--- config.mk ---
export PLATFORM = sky130hd
export DESIGN_NAME = irq_pending_ctrl
export DESIGN_NICKNAME = d
export VERILOG_FILES = /design/src/rtl/irq_pending_ctrl_pkg.sv /design/src/rtl/irq_pending_ctrl_sync.sv /design/src/rtl/irq_pending_ctrl.sv
export SDC_FILE = /design/constraint.sdc
export NUM_CORES = 1
export LEC_CHECK = 0
export BUFFER_PORTS_ARGS = -buffer_cell sky130_fd_sc_hd__buf_2
export CORE_ASPECT_RATIO = 0.7
export CORE_MARGIN = 3
export CORE_UTILIZATION = 53
export DETAILED_ROUTE_END_ITERATION = 12
export GPL_ROUTABILITY_DRIVEN = 0
export HOLD_SLACK_MARGIN = 0.08
export PLACE_DENSITY = 0.76
export SYNTH_ARGS = -nofsm -noshare
export SYNTH_HDL_FRONTEND = slang
export SYNTH_SLANG_ARGS = --single-unit
--- constraint.sdc ---
create_clock -name clk -period 1.46 [get_ports clk]
set_input_delay 0.146 -clock clk [delete_from_list [all_inputs] [get_ports clk]]
set_output_delay 0.146 -clock clk [all_outputs]
set_load 0.03 [all_outputs]
--- src/rtl/irq_pending_ctrl_pkg.sv ---
// Shared constants, FSM encoding and the fixed-priority select used by irq_pending_ctrl.
package irq_pending_ctrl_pkg;
  localparam int NUM_LINES = 8;
  localparam int VEC_W     = 3;

  typedef enum logic {IDLE = 1'b0, SERVE = 1'b1} state_t;

  // Priority 1 > 2 > ... > 7 > 0: scan high to low so the lowest non-zero index wins,
  // falling back to 0 only when lines 1..7 are all clear.
  function automatic logic [VEC_W-1:0] prio_sel(input logic [NUM_LINES-1:0] p);
    logic [VEC_W-1:0] sel;
    sel = '0;
    for (int i = NUM_LINES - 1; i >= 1; i--)
      if (p[i]) sel = VEC_W'(i);
    return sel;
  endfunction
endpackage

--- src/rtl/irq_pending_ctrl_sync.sv ---
// Multi-flop synchronizer for one asynchronous request line.
module sync_ff #(
  parameter int STAGES = 2
) (
  input  logic clk,
  input  logic rst_n,
  input  logic d,
  output logic q
);
  logic [STAGES-1:0] ff;

  always_ff @(posedge clk or negedge rst_n)
    if (!rst_n) ff <= '0;
    else        ff <= {ff[STAGES-2:0], d};

  assign q = ff[STAGES-1];
endmodule

--- src/rtl/irq_pending_ctrl.sv ---
// Latches rising edges on async request lines as pending events and serves them one at a
// time by priority through an irq/vec/ack handshake.
module irq_pending_ctrl
  import irq_pending_ctrl_pkg::*;
#(
  parameter int SYNC_STAGES = 2
) (
  input  logic                 clk,
  input  logic                 rst_n,
  input  logic [NUM_LINES-1:0] req_in,
  input  logic [NUM_LINES-1:0] mask,
  input  logic                 ack,
  output logic [NUM_LINES-1:0] pend,
  output logic                 irq,
  output logic [VEC_W-1:0]     vec
);
  logic [NUM_LINES-1:0] sync, hist, rise_q, pending, pending_nxt, clr, elig;
  state_t               state, state_nxt;
  logic                 irq_q, irq_nxt;
  logic [VEC_W-1:0]     vec_q, vec_nxt;

  for (genvar i = 0; i < NUM_LINES; i++) begin : g_sync
    sync_ff #(.STAGES(SYNC_STAGES)) u_sync (
      .clk   (clk),
      .rst_n (rst_n),
      .d     (req_in[i]),
      .q     (sync[i])
    );
  end

  assign elig = pending & ~mask;

  always_comb begin
    state_nxt = state;
    irq_nxt   = irq_q;
    vec_nxt   = vec_q;
    clr       = '0;
    case (state)
      IDLE: if (|elig) begin
        vec_nxt   = prio_sel(elig);
        irq_nxt   = 1'b1;
        state_nxt = SERVE;
      end
      // mask is deliberately ignored here so a service in flight always completes
      SERVE: if (ack) begin
        clr[vec_q] = 1'b1;
        irq_nxt    = 1'b0;
        state_nxt  = IDLE;
      end
      default: state_nxt = IDLE;
    endcase
  end

  // A fresh edge on the line being acked re-arms it: set wins over clear.
  assign pending_nxt = (pending & ~clr) | rise_q;

  always_ff @(posedge clk or negedge rst_n) begin
    if (!rst_n) begin
      hist    <= '0;
      rise_q  <= '0;
      pending <= '0;
      pend    <= '0;
      state   <= IDLE;
      irq_q   <= 1'b0;
      vec_q   <= '0;
    end else begin
      hist    <= sync;
      rise_q  <= sync & ~hist;
      pending <= pending_nxt;
      pend    <= elig;
      state   <= state_nxt;
      irq_q   <= irq_nxt;
      vec_q   <= vec_nxt;
    end
  end

  assign irq = irq_q;
  assign vec = vec_q;
endmodule
### Word-level counts from Yosys, hierarchy flattened

Cells that the tools add are included.

* memory bits (read-only): 0
* bits in latches: 0
* memory bits (writable): 0
* logic and storage cells: 48
* memories: 0
* bits in registers: 53
* bits of input ports: 19

* reductions and logical operators: 4
* $lt $le $gt $ge: 2
* eq/ne operators: 2
* divide/modulo/power cells: 0
* $mul: 0
* shift operators: 0
* mux-type cells: 17
* bitwise logic cells: 8
* $add $sub $neg: 0

Operators by type and width (count)
* 8-bit bitwise AND: 3
* 8-bit inverter: 3
* 3-bit 2-to-1 mux: 7
* 8-bit 2-to-1 mux: 2
* 8-bit OR: 1
* 8-bit OR reduction: 1
* 1-bit 2-to-1 mux: 5
* 3-bit by 4-bit < comparator with 1-bit output (second input constant): 1
* 2-bit != test (second input constant): 2
* 1-bit case mux with 2 select lines: 2
* 2-bit AND reduction: 2
* 1-bit demux with 3-bit select: 1
* 3-bit by 1-bit >= comparator with 1-bit output (second input constant): 1
* 1-bit logical AND: 1
* 1-bit inverter: 1

### Longest topological paths before layout

Gate-level depths: netlist of run 1.

* word-level depth: 9
* mapped depth: 5
* gate-level depth less buffers: 5

### Hierarchy

From an unflattened synthesis of run 1, not the netlist that was laid out.

* cells, all modules: 110
* area total of the unflattened synthesis: 1760.4 µm²

Modules (own cells, without submodules)
* irq_pending_ctrl: seq. area each 925.9 µm², cells an instance 94, times used 1, area each 1360.1 µm²
* sync_ff: seq. area each 50.0 µm², cells an instance 2, times used 8, area each 50.0 µm²

### Least setup slack after synthesis of run 1

OpenSTA, ideal clock, no wires.

* path type: flip-flop to flip-flop
* from: register vec_q[2] (netlist: vec[2])
* to: register pending[5]
* arrival time: 1398 ps
* stages on the path, launching flop included: 4
* path buffers: 1
* period minus slack after synthesis: 1517 ps
* library setup time: 119 ps
* path slack: -57 ps
* path through: dfrtp_1 > clkbuf_1 > or3b_2 > a21o_2

* word-level cells in the longest chain between the ends: 9
* elaborated cells between the ends (all ways): 10
* those cells by class: order compare (2); mux (4); bitwise (3); reduce/logical (1)

Ends and longest elaborated chain
* start, declared: line irq_pending_ctrl.sv:20 `logic [VEC_W-1:0] vec_q, vec_nxt;`
* start signal, assigned: line irq_pending_ctrl.sv:73 `vec_q <= vec_nxt;`
* 3-bit by 4-bit < comparator with 1-bit output (not written as such) / 3-bit by 1-bit >= comparator with 1-bit output (equally long branches): line irq_pending_ctrl.sv:46 `clr[vec_q] = 1'b1;`
* 1-bit logical AND (not written as such): line irq_pending_ctrl.sv:46
* 1-bit 2-to-1 mux (not written as such): line irq_pending_ctrl.sv:46
* 1-bit demux with 3-bit select *: line irq_pending_ctrl.sv:46
* 8-bit 2-to-1 mux *: line irq_pending_ctrl.sv:45 `SERVE: if (ack) begin`
* 8-bit 2-to-1 mux *: line irq_pending_ctrl.sv:38 `case (state)`
* 8-bit inverter *: line irq_pending_ctrl.sv:55 `assign pending_nxt = (pending & ~clr) | rise_q;`
* 8-bit bitwise AND *: line irq_pending_ctrl.sv:55
* 8-bit OR *: line irq_pending_ctrl.sv:55
* via pending_nxt[5]: line irq_pending_ctrl.sv:17 `logic [NUM_LINES-1:0] sync, hist, rise_q, pending, pending_nxt, clr, elig;`
* end signal, assigned: line irq_pending_ctrl.sv:69 `pending <= pending_nxt;`
* end, declared: line irq_pending_ctrl.sv:17

The timed path passes the listed nets; every way through them passes the cells marked *.
A chain may end at the register's enable or synchronous reset.

### Worst setup path after layout of run 1

* from: register pending[5]
* to: register vec_q[1] (netlist: vec[1])

* word-level cells in the longest chain between the ends: 6
* elaborated cells between the ends (all ways): 8
* those cells by class: mux (5); bitwise (1); reduce/logical (2)

Ends and longest elaborated chain
* 8-bit bitwise AND *: line irq_pending_ctrl.sv:31 `assign elig = pending & ~mask;`
* via elig[5]: line irq_pending_ctrl.sv:17
* 3-bit 2-to-1 mux (5 in a row): line irq_pending_ctrl_pkg.sv:14 `if (p[i]) sel = VEC_W'(i);`

Marks and branches as above.

==> qor.yml, run 1 <==
critical_path:
  start_kind: "flop"
  r2r_end: "vec[1]"
  critPathMaxStageDelay_ns: 0.39
  rr_worst_depth: 4
  crit_path_top_delay_cell: "dfrtp_1"
  crit_required_ns: 1.64
  r2r_setup_slack_ns: 0.006
  arrival_ns: 1.63
  crit_path_end_kind: "flop"
  path_cells: "nor2b_4 > nor4_4 > a21oi_2 > mux2_1"
  cp_max_fo: 4
  crit-reg2reg-launch: "pending[5]"
  crit_type: "reg -> reg"
detailed_routing:
  drtIter0Drc: 23
  drc: 0
  wl_per_cell_microns: 14.5
  via_count: 994
  routed_wirelength_mm: 2.88
  drt-pass1-iter-count: 4
  via_per_inst: 5.02
  ant_nets: 0
clocking:
  numCtsBuffers: 5
  cts_buffer_depth: 2
  cts_tree: "done"
  cts-root-buf: "clkbuf_8"
  htreeDepth: 2
  path_clk_slew_ns: 0.09
  clock-sinks: 53
  clock_latency_ns: 0.30
global_route:
  grt_pass1_wl_mm: 4.82
  first_global_vias: 1044
  grt_use_total_pct: 17.4
  grt_max_degree: 38
  overflow: 0
  grt_antenna_before_repair: 0
logic_synthesis:
  synth_area_leaders: "dfrtp_1 (76%), nor2b_1 (3.2%), nor4_4 (2.4%), nor2b_4 (2.4%), mux2_1 (1.9%)"
  yosys.area.top_type: "dfrtp_1"
  synth_most_common_cell: "dfrtp_1"
  syn-cell-area_sq_um: 1750
  ys_ff_latch: 53
  syn_inst: 110
  synth_ff_type: "dfrtp_1"
  synth_area_per_cell_sq_um: 15.9
  synth_top_area_share_pct: 75.8
  synthArstFlopShare_pct: 100
  synth.distinct_cells: 25
  synth_edf_count: 0
  syn_nets: 129
  netlist_top_cells_count: "dfrtp_1 (53), nor2b_1 (9), nand2b_1 (5), a21o_1 (4)"
  ys_warn_count: 0
  seq_area_frac_synth_pct: 75.8
power_and_ir_drop:
  p_per_area_nw_per_um2: 1540
  power_mw: 3.43
  vdd_drop_max_v: 0.000736
  leakagePower_nw: 1.03
hold_path:
  hp-start: "mask[7]"
  hold_path_class: "in -> reg"
  hold_end: "pend[7]"
  worstHoldPathCells: 3
final_layout:
  fillers: 190
  nets: 180
  area_delta_synth_final_pct: 27.3
  antenna_cells: 0
  drive_gt1_share_pct: 35.8
timing:
  fin_crit_sh_pct: 99.6
  timing.fmax_ghz: 0.688
  rsz0062_at_grt: "yes"
  setup_viol: 0
  worst_pin_slew_ns: 0.430
  holdWs_ns: 0.134
  skew_ns: 0.00541
  finalHoldViolations: 0
  relSlewSlack_pct: 71.0
  final.min_clock_period_ns: 1.45
  finalMaxSlewViolations: 0
floorplanning:
  die_w_microns: 74.7
  dieArea_sq_um: 4040
  dieHeight_microns: 54.1
  rows: 16
  core_area_sq_um: 2960
  io_pins: 31
  initial_utilization_pct: 59.1
placed_design:
  hpwl_mm: 1.89
  io_buffers: 30
outcome:
  outcome: "complete, no violations"
run:
  timing.max_cap.violations: 0
==> kinds of logic after synthesis <==
kind of cell | share of synthesized area (%)
simple gates | 14.6
flops | 75.8
compound gates | 6.65
mux | 1.93
buf+inv | 1.07
==> per-stage QoR <==
stage	worst slack, ns	setup TNS (ns)	instance area, sq um	util (%)	instances
after floorplan	-0.0116	-0.0116	1750	-	110
after global placement	0.0750	0	1970	66.4	176
after detailed placement	0.0305	0	1970	66.4	176
after CTS	0.0157	0	2220	74.8	197
after global routing	-0.0319	-0.0777	2230	75.2	198
final	0.00618	0	2230	75.2	198
==> cell type report <==
class	instances	area, sq um	share of cell area [%]
inverters	3	11.3	0.505
repair buffers	46	315	14.1
clock buffers	7	86.3	3.87
well taps	36	45.0	2.02
flip-flops and latches	53	1330	59.6
clock inverters	1	30.0	1.35
multi-input cells	52	412	18.5
==> placed cells by master, fill, tap and decap left out, types with 2 or more instances in the layout <==
cell / count
a21o_1: 4
a21oi_1: 3
buf_2: 30
buf_4: 2
clkbuf_8: 6
dfrtp_1: 51
dfrtp_2: 2
dlygate4sd3_1: 13
inv_2: 3
mux2_1: 2
nand2_1: 3
nand2b_1: 5
nand3_1: 2
nand3b_1: 2
nor2_1: 2
nor2b_1: 8
nor2b_4: 3
nor4_4: 2
o21a_1: 2
o31ai_1: 2
or3b_2: 2
==> report_power, final <==
group          internal [mW]  total [mW]  switching (mW)
Sequential              1.64        1.76           0.123
Clock                  0.559       0.991           0.432
Combinational          0.291       0.673           0.382
==> flip-flops by register name, indices dropped and copies added, names as in the netlist <==
| register | cells |
|---|---|
| g_sync.u_sync.ff | 16 |
| hist | 8 |
| pend | 8 |
| pending | 8 |
| rise_q | 8 |
| vec | 3 |
| irq | 1 |
| state | 1 |
==> worst max path at each step <==
| stage | start | to | slack [ns] | cells after the start |
|---|---|---|---|---|
| 5_1_grt | pending[7] | vec[1] | -0.03 | 5 |
| 3_5_place_dp | pending[1] | vec[0] | 0.03 | 4 |
| 6_report | pending[5] | vec[1] | 0.006 | 4 |
| 2_1_floorplan | vec[2] | pending[5] | -0.01 | 3 |
| 4_1_cts | pending[1] | vec[0] | 0.02 | 4 |
| 3_3_place_gp | pending[5] | vec[1] | 0.08 | 4 |
==> timing repair <==
action / CTS / global route
pin swaps: 1 / 0
cloned: 0 / 0
buffers inserted: 0 / 1
setup endpoints to repair: 1 / 3
hold endpoints to repair: 28 / 0
hold buffers: 13 / 0
resized for setup: 1 / 1
==> layer usage <==
layer / GRT usage (%) / vias to the layer above / wire [microns]
li1: - / 463 / -
met1: 19.7 / 474 / 1240
met2: 27.4 / 47 / 1320
met3: 8.02 / 10 / 216
met4: 10.1 / 0 / 97
met5: 0 / - / 0
==> worst max-delay path, delay by kind of cell (launching register included) <==
kind,cells,cell delay [ns]
compound gates,1,0.14
flops,1,0.39
mux,1,0.33
simple gates,2,0.47
No activity file was read; power rests on OpenSTA's default activity.
==> inputs of run 2 (changes only) <==
--- a/config.mk
+++ b/config.mk
@@ -9,6 +9,7 @@
 export CORE_ASPECT_RATIO = 0.7
 export CORE_MARGIN = 3
 export CORE_UTILIZATION = 53
+export CTS_BUF_LIST = sky130_fd_sc_hd__clkbuf_8 sky130_fd_sc_hd__clkbuf_16
 export DETAILED_ROUTE_END_ITERATION = 12
 export GPL_ROUTABILITY_DRIVEN = 0
 export HOLD_SLACK_MARGIN = 0.08
==> run 2 against run 1 <==
Net effect:
- sequential share of layout area is the same
- via count is the same
- sequential power is essentially flat
- largest cell class unchanged
- critical endpoint unchanged
- clock power shrank 0.7%
- register-to-register slack is essentially flat
- final area is the same
- first-iteration DRC count grew 8.7%
==> qor.yml, run 2 (synthesis results as in run 1) <==
critical_path:
  start_kind: "flop"  # unchanged
  crit_required_ns: 1.64  # about the same
  cp_max_fo: 4  # unchanged
  crit_type: "reg -> reg"  # unchanged
  arrival_ns: 1.63  # about the same
  crit_path_end_kind: "flop"  # unchanged
floorplanning:
  io_pins: 31  # unchanged
  initial_utilization_pct: 59.1  # unchanged
  die_w_microns: 74.7  # unchanged
  dieArea_sq_um: 4040  # unchanged
  dieHeight_microns: 54.1  # unchanged
  core_area_sq_um: 2960  # unchanged
  rows: 16  # unchanged
detailed_routing:
  via_per_inst: 5.02  # unchanged
  via_count: 994  # unchanged
  routed_wirelength_mm: 2.88  # about the same
  wl_per_cell_microns: 14.5  # about the same
  drc: 0  # unchanged
  ant_nets: 0  # unchanged
  drtIter0Drc: 25  # was 23
  drt-pass1-iter-count: 4  # unchanged
timing:
  final.min_clock_period_ns: 1.45  # about the same
  holdWs_ns: 0.134  # about the same
  setup_viol: 0  # unchanged
  finalMaxSlewViolations: 0  # unchanged
  relSlewSlack_pct: 71.0  # unchanged
  timing.fmax_ghz: 0.688  # unchanged
  fin_tns_setup_ns: 0  # unchanged
  worst_pin_slew_ns: 0.430  # unchanged
  fin_crit_sh_pct: 99.6  # about the same
  skew_ns: 0.00541  # unchanged
  finalHoldViolations: 0  # unchanged
  rsz0062_at_grt: "yes"  # unchanged
final_layout:
  fillers: 190  # unchanged
  finish.instance_area_sq_um: 2230  # unchanged
  drive_gt1_share_pct: 35.8  # unchanged
  largest_reg_flops: 16  # unchanged
  area_delta_synth_final_pct: 27.3  # unchanged
  finalNonFillerCells: 198  # unchanged
  regArea_sq_um: 1330  # unchanged
  layout_common_cells: "dfrtp_1 (51), buf_2 (30), dlygate4sd3_1 (13)"  # unchanged
  antenna_cells: 0  # unchanged
  largest-register: "g_sync.u_sync.ff"  # unchanged
  nets: 180  # unchanged
  final_common_cell: "dfrtp_1"  # unchanged
  multiInputGateArea_sq_um: 412  # unchanged
global_route:
  overflow: 0  # unchanged
  grt_use_total_pct: 17.4  # unchanged
  grt_max_degree: 38  # unchanged
  grt_antenna_before_repair: 0  # unchanged
  first_global_vias: 1044  # unchanged
  grt_pass1_wl_mm: 4.82  # unchanged
placed_design:
  hpwl_mm: 1.89  # unchanged
  io_buffers: 30  # unchanged
  place_inst: 176  # unchanged
  dpl_cell_area_sq_um: 1970  # unchanged
clocking:
  cts_buffer_depth: 2  # unchanged
  numCtsBuffers: 5  # unchanged
  path_clk_slew_ns: 0.09  # about the same
  clock_latency_ns: 0.30  # about the same
  clock-sinks: 53  # unchanged
  cts-root-buf: "clkbuf_8"  # unchanged
  cts_tree: "done"  # unchanged
  htreeDepth: 2  # unchanged
power_and_ir_drop:
  clock_power_share_pct: 28.8  # was 28.9%
  swShare_pct: 27.4  # was 27.3%
  p_int_mw: 2.48  # was 2.49 mW
  p_sw_uw: 938  # was 937 uW
  p_seq_share_pct: 51.6  # was 51.5%
  vdd_drop_max_v: 0.000737  # was 0.000736 V
  pwr-share-comb_pct: 19.7  # was 19.6%
  p_per_area_nw_per_um2: 1540  # about the same
  leakagePower_nw: 1.03  # about the same
run:
  timing.max_cap.violations: 0  # unchanged
outcome:
  outcome: "complete, no violations"  # unchanged
hold_path:
  hold_path_class: "in -> reg"  # unchanged
[run 2: changes by cell type in the layout (fill, tap and decap cells not counted), sizes merged]
cell    delta
clkbuf     -1
inv        +1
[run 2: critical path, stage by stage (launching register included)]
cell	delay (ns)
dfrtp_1	0.39
nor2b_4	0.14
nor4_4	0.33
a21oi_2	0.14
mux2_1	0.33
[run 2: final timing paths]
kind,slack (ns),depth (start not counted),start,to
max,0.006,4,pending[5],vec[1]
min,0.13,3,mask[7],pend[7]
max reg2reg,0.006,4,pending[5],vec[1]
min reg2reg,0.35,0,g_sync[3].u_sync.ff[0],g_sync[3].u_sync.ff[1]
max in group asynchronous,0.64,3,rst_n,vec[1]
min in group asynchronous,0.30,2,rst_n,g_sync[3].u_sync.ff[0]
[run 2: final cells by class]
cell class	instances	share of cell area [%]
sequential	53	59.6
clock buffer	6	3.71
timing repair buffer	46	14.1
inverter	3	0.505
multi-input combinational	52	18.5
tap	36	2.02
clock inverter	2	1.52
[run 2: power by group through the flow]
stage               Combinational, mW  Clock [mW]  Sequential (mW)
finish                          0.673       0.984             1.76
global route                    0.727        1.07             1.79
CTS                             0.662        1.02             1.76
detailed placement              0.604           0             1.79
global placement                0.589           0             1.78
floorplan                       0.292           0             1.88
[run 2: layer usage]
layer,up-vias,track usage (%),routed length [microns]
met5,-,0,0
li1,463,-,-
met1,474,19.7,1240
met3,10,8.02,216
met4,0,10.1,97
met2,47,27.4,1320
[run 2: timing repair]
action                                  CTS  global route
resized for setup                         1             1
hold endpoints to repair                 28             0
endpoints found under the setup margin    1             3
hold buffers                             13             0
pin swaps                                 1             0
buffers inserted                          0             1
[run 2: stage by stage]
step	setup slack (ns)	util, %	power, mW
finish	0.00618	75.2	3.42
global route	-0.0325	75.2	3.58
CTS	0.0157	74.8	3.44
detailed placement	0.0305	66.4	2.39
global placement	0.0750	66.4	2.36
floorplan	-0.0116	-	2.17
